### config.mk
export PLATFORM = sky130hd
export DESIGN_NAME = fetch_unit
export DESIGN_NICKNAME = d
export VERILOG_FILES = /design/src/rtl/fetch_unit.sv
export SDC_FILE = /design/constraint.sdc
export NUM_CORES = 1
export LEC_CHECK = 0
export CORE_MARGIN = 2
export CORE_UTILIZATION = 25
export CTS_BUF_LIST = sky130_fd_sc_hd__clkbuf_2
export DETAILED_ROUTE_END_ITERATION = 10
export DONT_BUFFER_PORTS = 1
export PLACE_DENSITY_LB_ADDON = 0.25
export SETUP_SLACK_MARGIN = 0.05
export SKIP_LAST_GASP = 1
export SLEW_MARGIN = 40
export SYNTH_ARGS = -nofsm -noshare
export SYNTH_HDL_FRONTEND = slang
export SYNTH_SLANG_ARGS = --single-unit
### constraint.sdc
create_clock -name clock -period 7.61 [get_ports clock]
set_clock_uncertainty 0.2 [all_clocks]
set_input_delay 1.522 -clock clock [delete_from_list [all_inputs] [get_ports clock]]
set_output_delay 1.522 -clock clock [all_outputs]
set_load 0.02 [all_outputs]
### src/rtl/fetch_unit.sv
// Instruction-fetch front end: owns the PC, drives a 1-cycle-latency instruction ROM,
// and buffers returned words with their PCs in a small queue feeding decode.
module fetch_unit #(
  parameter logic [31:0] PC_RESET = 32'h0040_0000,
  parameter logic [31:0] PC_STEP  = 32'd4,
  parameter int          IQ_DEPTH = 4
) (
  input  logic                      clock,
  input  logic                      reset,
  output logic [31:0]               imem_addr_out,
  input  logic [31:0]               imem_data_in,
  input  logic                      redirect_valid_in,
  input  logic [31:0]               redirect_pc_in,
  output logic                      inst_valid_out,
  input  logic                      inst_ready_in,
  output logic [31:0]               inst_out,
  output logic [31:0]               inst_pc_out,
  output logic [$clog2(IQ_DEPTH):0] iq_count_out
);
  localparam int PW = $clog2(IQ_DEPTH);
  localparam int CW = PW + 1;

  logic [31:0]   r_fetch_pc;
  logic          r_inflight_valid;
  logic [31:0]   r_inflight_pc;
  logic [PW-1:0] r_rd_ptr;
  logic [PW-1:0] r_wr_ptr;
  logic [CW-1:0] r_count;
  logic [31:0]   r_q_inst [IQ_DEPTH];
  logic [31:0]   r_q_pc   [IQ_DEPTH];

  logic          w_valid;
  logic          w_pop;
  logic          w_push;
  logic          w_issue;
  logic [CW:0]   w_occ;

  assign w_valid = (r_count != '0);
  assign w_pop   = w_valid & inst_ready_in;
  // Occupancy the queue will reach once the in-flight word lands and the head pops.
  assign w_occ   = {1'b0, r_count} - {{CW{1'b0}}, w_pop} + {{CW{1'b0}}, r_inflight_valid};
  assign w_issue = !redirect_valid_in && (w_occ < (CW+1)'(IQ_DEPTH));
  assign w_push  = r_inflight_valid & !redirect_valid_in;

  always_ff @(posedge clock) begin
    if (reset) begin
      r_fetch_pc       <= PC_RESET;
      r_inflight_valid <= 1'b0;
      r_inflight_pc    <= '0;
      r_rd_ptr         <= '0;
      r_wr_ptr         <= '0;
      r_count          <= '0;
    end else if (redirect_valid_in) begin
      r_fetch_pc       <= {redirect_pc_in[31:2], 2'b00};
      r_inflight_valid <= 1'b0;
      r_rd_ptr         <= '0;
      r_wr_ptr         <= '0;
      r_count          <= '0;
    end else begin
      r_inflight_valid <= w_issue;
      if (w_issue) begin
        r_inflight_pc <= r_fetch_pc;
        r_fetch_pc    <= r_fetch_pc + PC_STEP;
      end
      if (w_push) r_wr_ptr <= r_wr_ptr + PW'(1);
      if (w_pop)  r_rd_ptr <= r_rd_ptr + PW'(1);
      r_count <= r_count + CW'(w_push) - CW'(w_pop);
    end
  end

  // Storage needs no reset: entries are only observed while counted as occupied.
  always_ff @(posedge clock) begin
    if (w_push && !reset) begin
      r_q_inst[r_wr_ptr] <= imem_data_in;
      r_q_pc[r_wr_ptr]   <= r_inflight_pc;
    end
  end

  assign imem_addr_out  = r_fetch_pc;
  assign inst_valid_out = w_valid;
  assign inst_out       = w_valid ? r_q_inst[r_rd_ptr] : '0;
  assign inst_pc_out    = w_valid ? r_q_pc[r_rd_ptr]   : '0;
  assign iq_count_out   = r_count;
endmodule

==> results.py <==
metrics = {
    "critical_path": {
        "end_kind": "primary output",
        "crit_buf_inv": 1,
        "startpoint_type": "register",
        "cp_max_fo": 35,
        "worstPathCellList": "buf_4 > mux4_2 > and2_1",
        "path_class": "reg -> out",
        "critPathArrivalTime_ns": 3.13,
        "slowest_stage": "dfxtp_4",
        "slowest_delay_ns": 0.70,
        "critical-path-top-delay-family": "flip-flops",
        "required_ns": 5.89,
    },
    "timing": {
        "slew_violations": 0,
        "fin_crit_ns": 4.854,
        "rsz0062_at_grt": "no",
        "finalSetupViolations": 0,
        "tns_ns": 0,
        "worst_slew_pin_slew_ns": 0.8070,
        "slew_headroom_pct": 46.20,
        "period_share_pct": 63.78,
        "fmaxAchievable_mhz": 206.0,
        "worst_slack_ns": 2.756,
        "hold_viol": 0,
    },
    "synthesis": {
        "synth_top_cell_by_area": "edfxtp_1",
        "yosysWarnings": 0,
        "synth-adder-area-share_pct": 0.9306,
        "synth_top_area_share_pct": 57.70,
        "synth_commonest_cells": "edfxtp_1, dfxtp_1, and2_1",
        "syn-instance-count": 767,
        "synth_top_family_by_area": "multiplexers",
        "ys_types": 42,
        "synth-simple-area-share_pct": 7.367,
        "yosysMostFrequentCell": "edfxtp_1",
        "synth_area_mm2": 0.01291,
        "synth_mux_area_share_pct": 13.30,
        "synth-xor-area-share_pct": 2.365,
        "synth_edf_count": 248,
        "synth_compound_area_share_pct": 5.050,
        "synthArstFlopShare_pct": 0,
        "synth_area_leaders": "edfxtp_1, dfxtp_1, mux4_2",
        "ys_ff_latch": 318,
        "synth_area_per_cell_um2": 16.83,
        "yosysSeqAreaShare_pct": 68.55,
        "synthFlopType": "edfxtp_1",
    },
    "cts": {
        "cts_buffers": 89,
        "cts_hold_buf": 0,
        "clk_pin_slew_ns": 0.11,
        "clockRootBuffer": "clkbuf_2",
        "post-cts-setup-buffers": 0,
        "cts-resized-gates": 0,
        "cts_tree": "done",
        "insertion_delay_ns": 1.04,
        "cts_sinks": 318,
        "htreeDepth": 3,
        "cts-root-to-sink-buffers": 3,
    },
    "final_layout": {
        "syn_to_final_growth_pct": 12.35,
        "nFillCells": 5201,
        "layout.area.seq_mm2": 0.008856,
        "utilization_pct": 28.32,
        "multiInputGateArea_mm2": 0.003790,
        "nets": 897,
        "drive_gt1_share_pct": 28.10,
    },
    "pwr": {
        "power_frac_comb_pct": 6.0,
        "internal-power_uw": 2487,
        "clkPwrFrac_pct": 36.6,
        "seqPwrFrac_pct": 57.4,
        "peakVddDrop_uv": 78.65,
        "leakage_uw": 0.004554,
        "power_per_cell_area_mw_per_mm2": 236.5,
        "swShare_pct": 27.48,
        "p_switching_uw": 942.5,
    },
    "placement": {
        "place_ws_ns": 2.993,
        "portBuffers": 0,
        "place.gp.congestion": 0.6790,
        "dpl.hpwl_mm": 19.77,
    },
    "floorplanning": {
        "start_util_pct": 25.21,
        "dieArea_mm2": 0.05346,
        "coreArea_mm2": 0.05120,
        "num_rows": 83,
        "die-height_um": 231.2,
        "die_w_um": 231.2,
        "ios": 168,
    },
    "detailed_routing": {
        "drc": 0,
        "wirelength_mm": 33.18,
        "dr.first_iter.drc_count": 289,
        "wl_per_cell_um": 21.16,
        "firstDrtPassIters": 4,
        "vias_per_cell": 4.401,
        "ant_nets": 0,
        "dr_total_vias": 6900,
    },
    "outcome": {
        "status": "complete, no violations",
    },
    "global_route": {
        "grt_use_total_pct": 12.52,
        "grt-ovfl-total": 0,
        "grt_first_pass_wirelength_mm": 48.85,
        "grt_max_degree": 66,
        "grt_pass1_vias": 7393,
        "grt_antenna_before_repair": 3,
    },
    "run": {
        "maxCapViolations": 0,
    },
    "hold_path": {
        "hold_path.class": "reg -> reg",
    },
}
power groups by stage:
stage          Clock [µW]  Combinational (µW)  Sequential (µW)
2_1_floorplan           0                 175             1990
3_3_place_gp            0                 205             2010
3_5_place_dp            0                 210             2010
4_1_cts              1340                 211             1970
5_1_grt              1420                 226             1980
6_report             1260                 206             1970
worst paths after layout:
path              cells past startpoint  slack, ns             start           endpoint
setup / recovery                      3       2.76          register    inst_pc_out[30]
hold / removal                        0       0.29  r_inflight_pc[8]       r_q_pc[0][8]
setup reg to reg                     10       3.64   iq_count_out[2]  r_inflight_pc[20]
hold reg to reg                       0       0.29  r_inflight_pc[8]       r_q_pc[0][8]
cell type report:
type | count | share of cell area (%)
multi-input combinational | 387 | 26.13
tap | 680 | 5.867
inverter | 12 | 0.3279
timing repair buffer | 12 | 0.9836
antenna | 2 | 0.03451
sequential | 318 | 61.07
clock buffer | 135 | 4.659
clock inverter | 22 | 0.9232
cell families (layout without fill, tap and decap cells):
kind of cell / Yosys count / count (layout)
buffers and inverters: 65 / 181
other: 1 / 6
AND/OR/NAND/NOR: 182 / 182
multiplexers: 94 / 94
AO/OA/AOI/OAI: 64 / 64
flip-flops: 318 / 318
XOR/XNOR: 34 / 34
adder cells (fa/ha/maj): 9 / 9
per-layer routing:
metal	up-vias	routed length, µm	GRT usage, %
met1	3514	13970	15.12
met4	2	669	5.202
met2	221	15350	19.12
met3	48	3167	5.918
li1	3115	-	-
met5	-	16	0
state kept, by name, indices dropped and copies added, names as in the netlist, named ones only:
name and cells:
r_inflight_valid 1, r_q_pc 120, r_wr_ptr 2, r_rd_ptr 2, r_inflight_pc 30, r_q_inst 128, imem_addr_out 30, iq_count_out 3
metrics by stage:
stage | instances | total power [µW] | instance area, µm² | hold WS [ns]
after global routing | 1568 | 3621 | 14500 | 0.1819
after detailed placement | 1409 | 2220 | 13680 | 0.2959
after floorplan | 770 | 2161 | 12920 | 0.2594
after CTS | 1566 | 3517 | 14490 | 0.1348
final | 1568 | 3430 | 14500 | 0.2942
after global placement | 1406 | 2216 | 13610 | 0.2873
placed cells by master, fill, tap and decap left out, drive strengths merged, types with 15 or more instances in the layout:
master,netlist,final
inv,12,15
mux4,62,62
a2111oi,16,16
clkbuf,32,135
nand2,15,15
xnor2,30,30
clkinv,0,17
mux2i,32,32
a211oi,30,30
and2,65,65
nor2,62,62
dfxtp,70,70
edfxtp,248,248
Power figures use the tool's default switching activity.
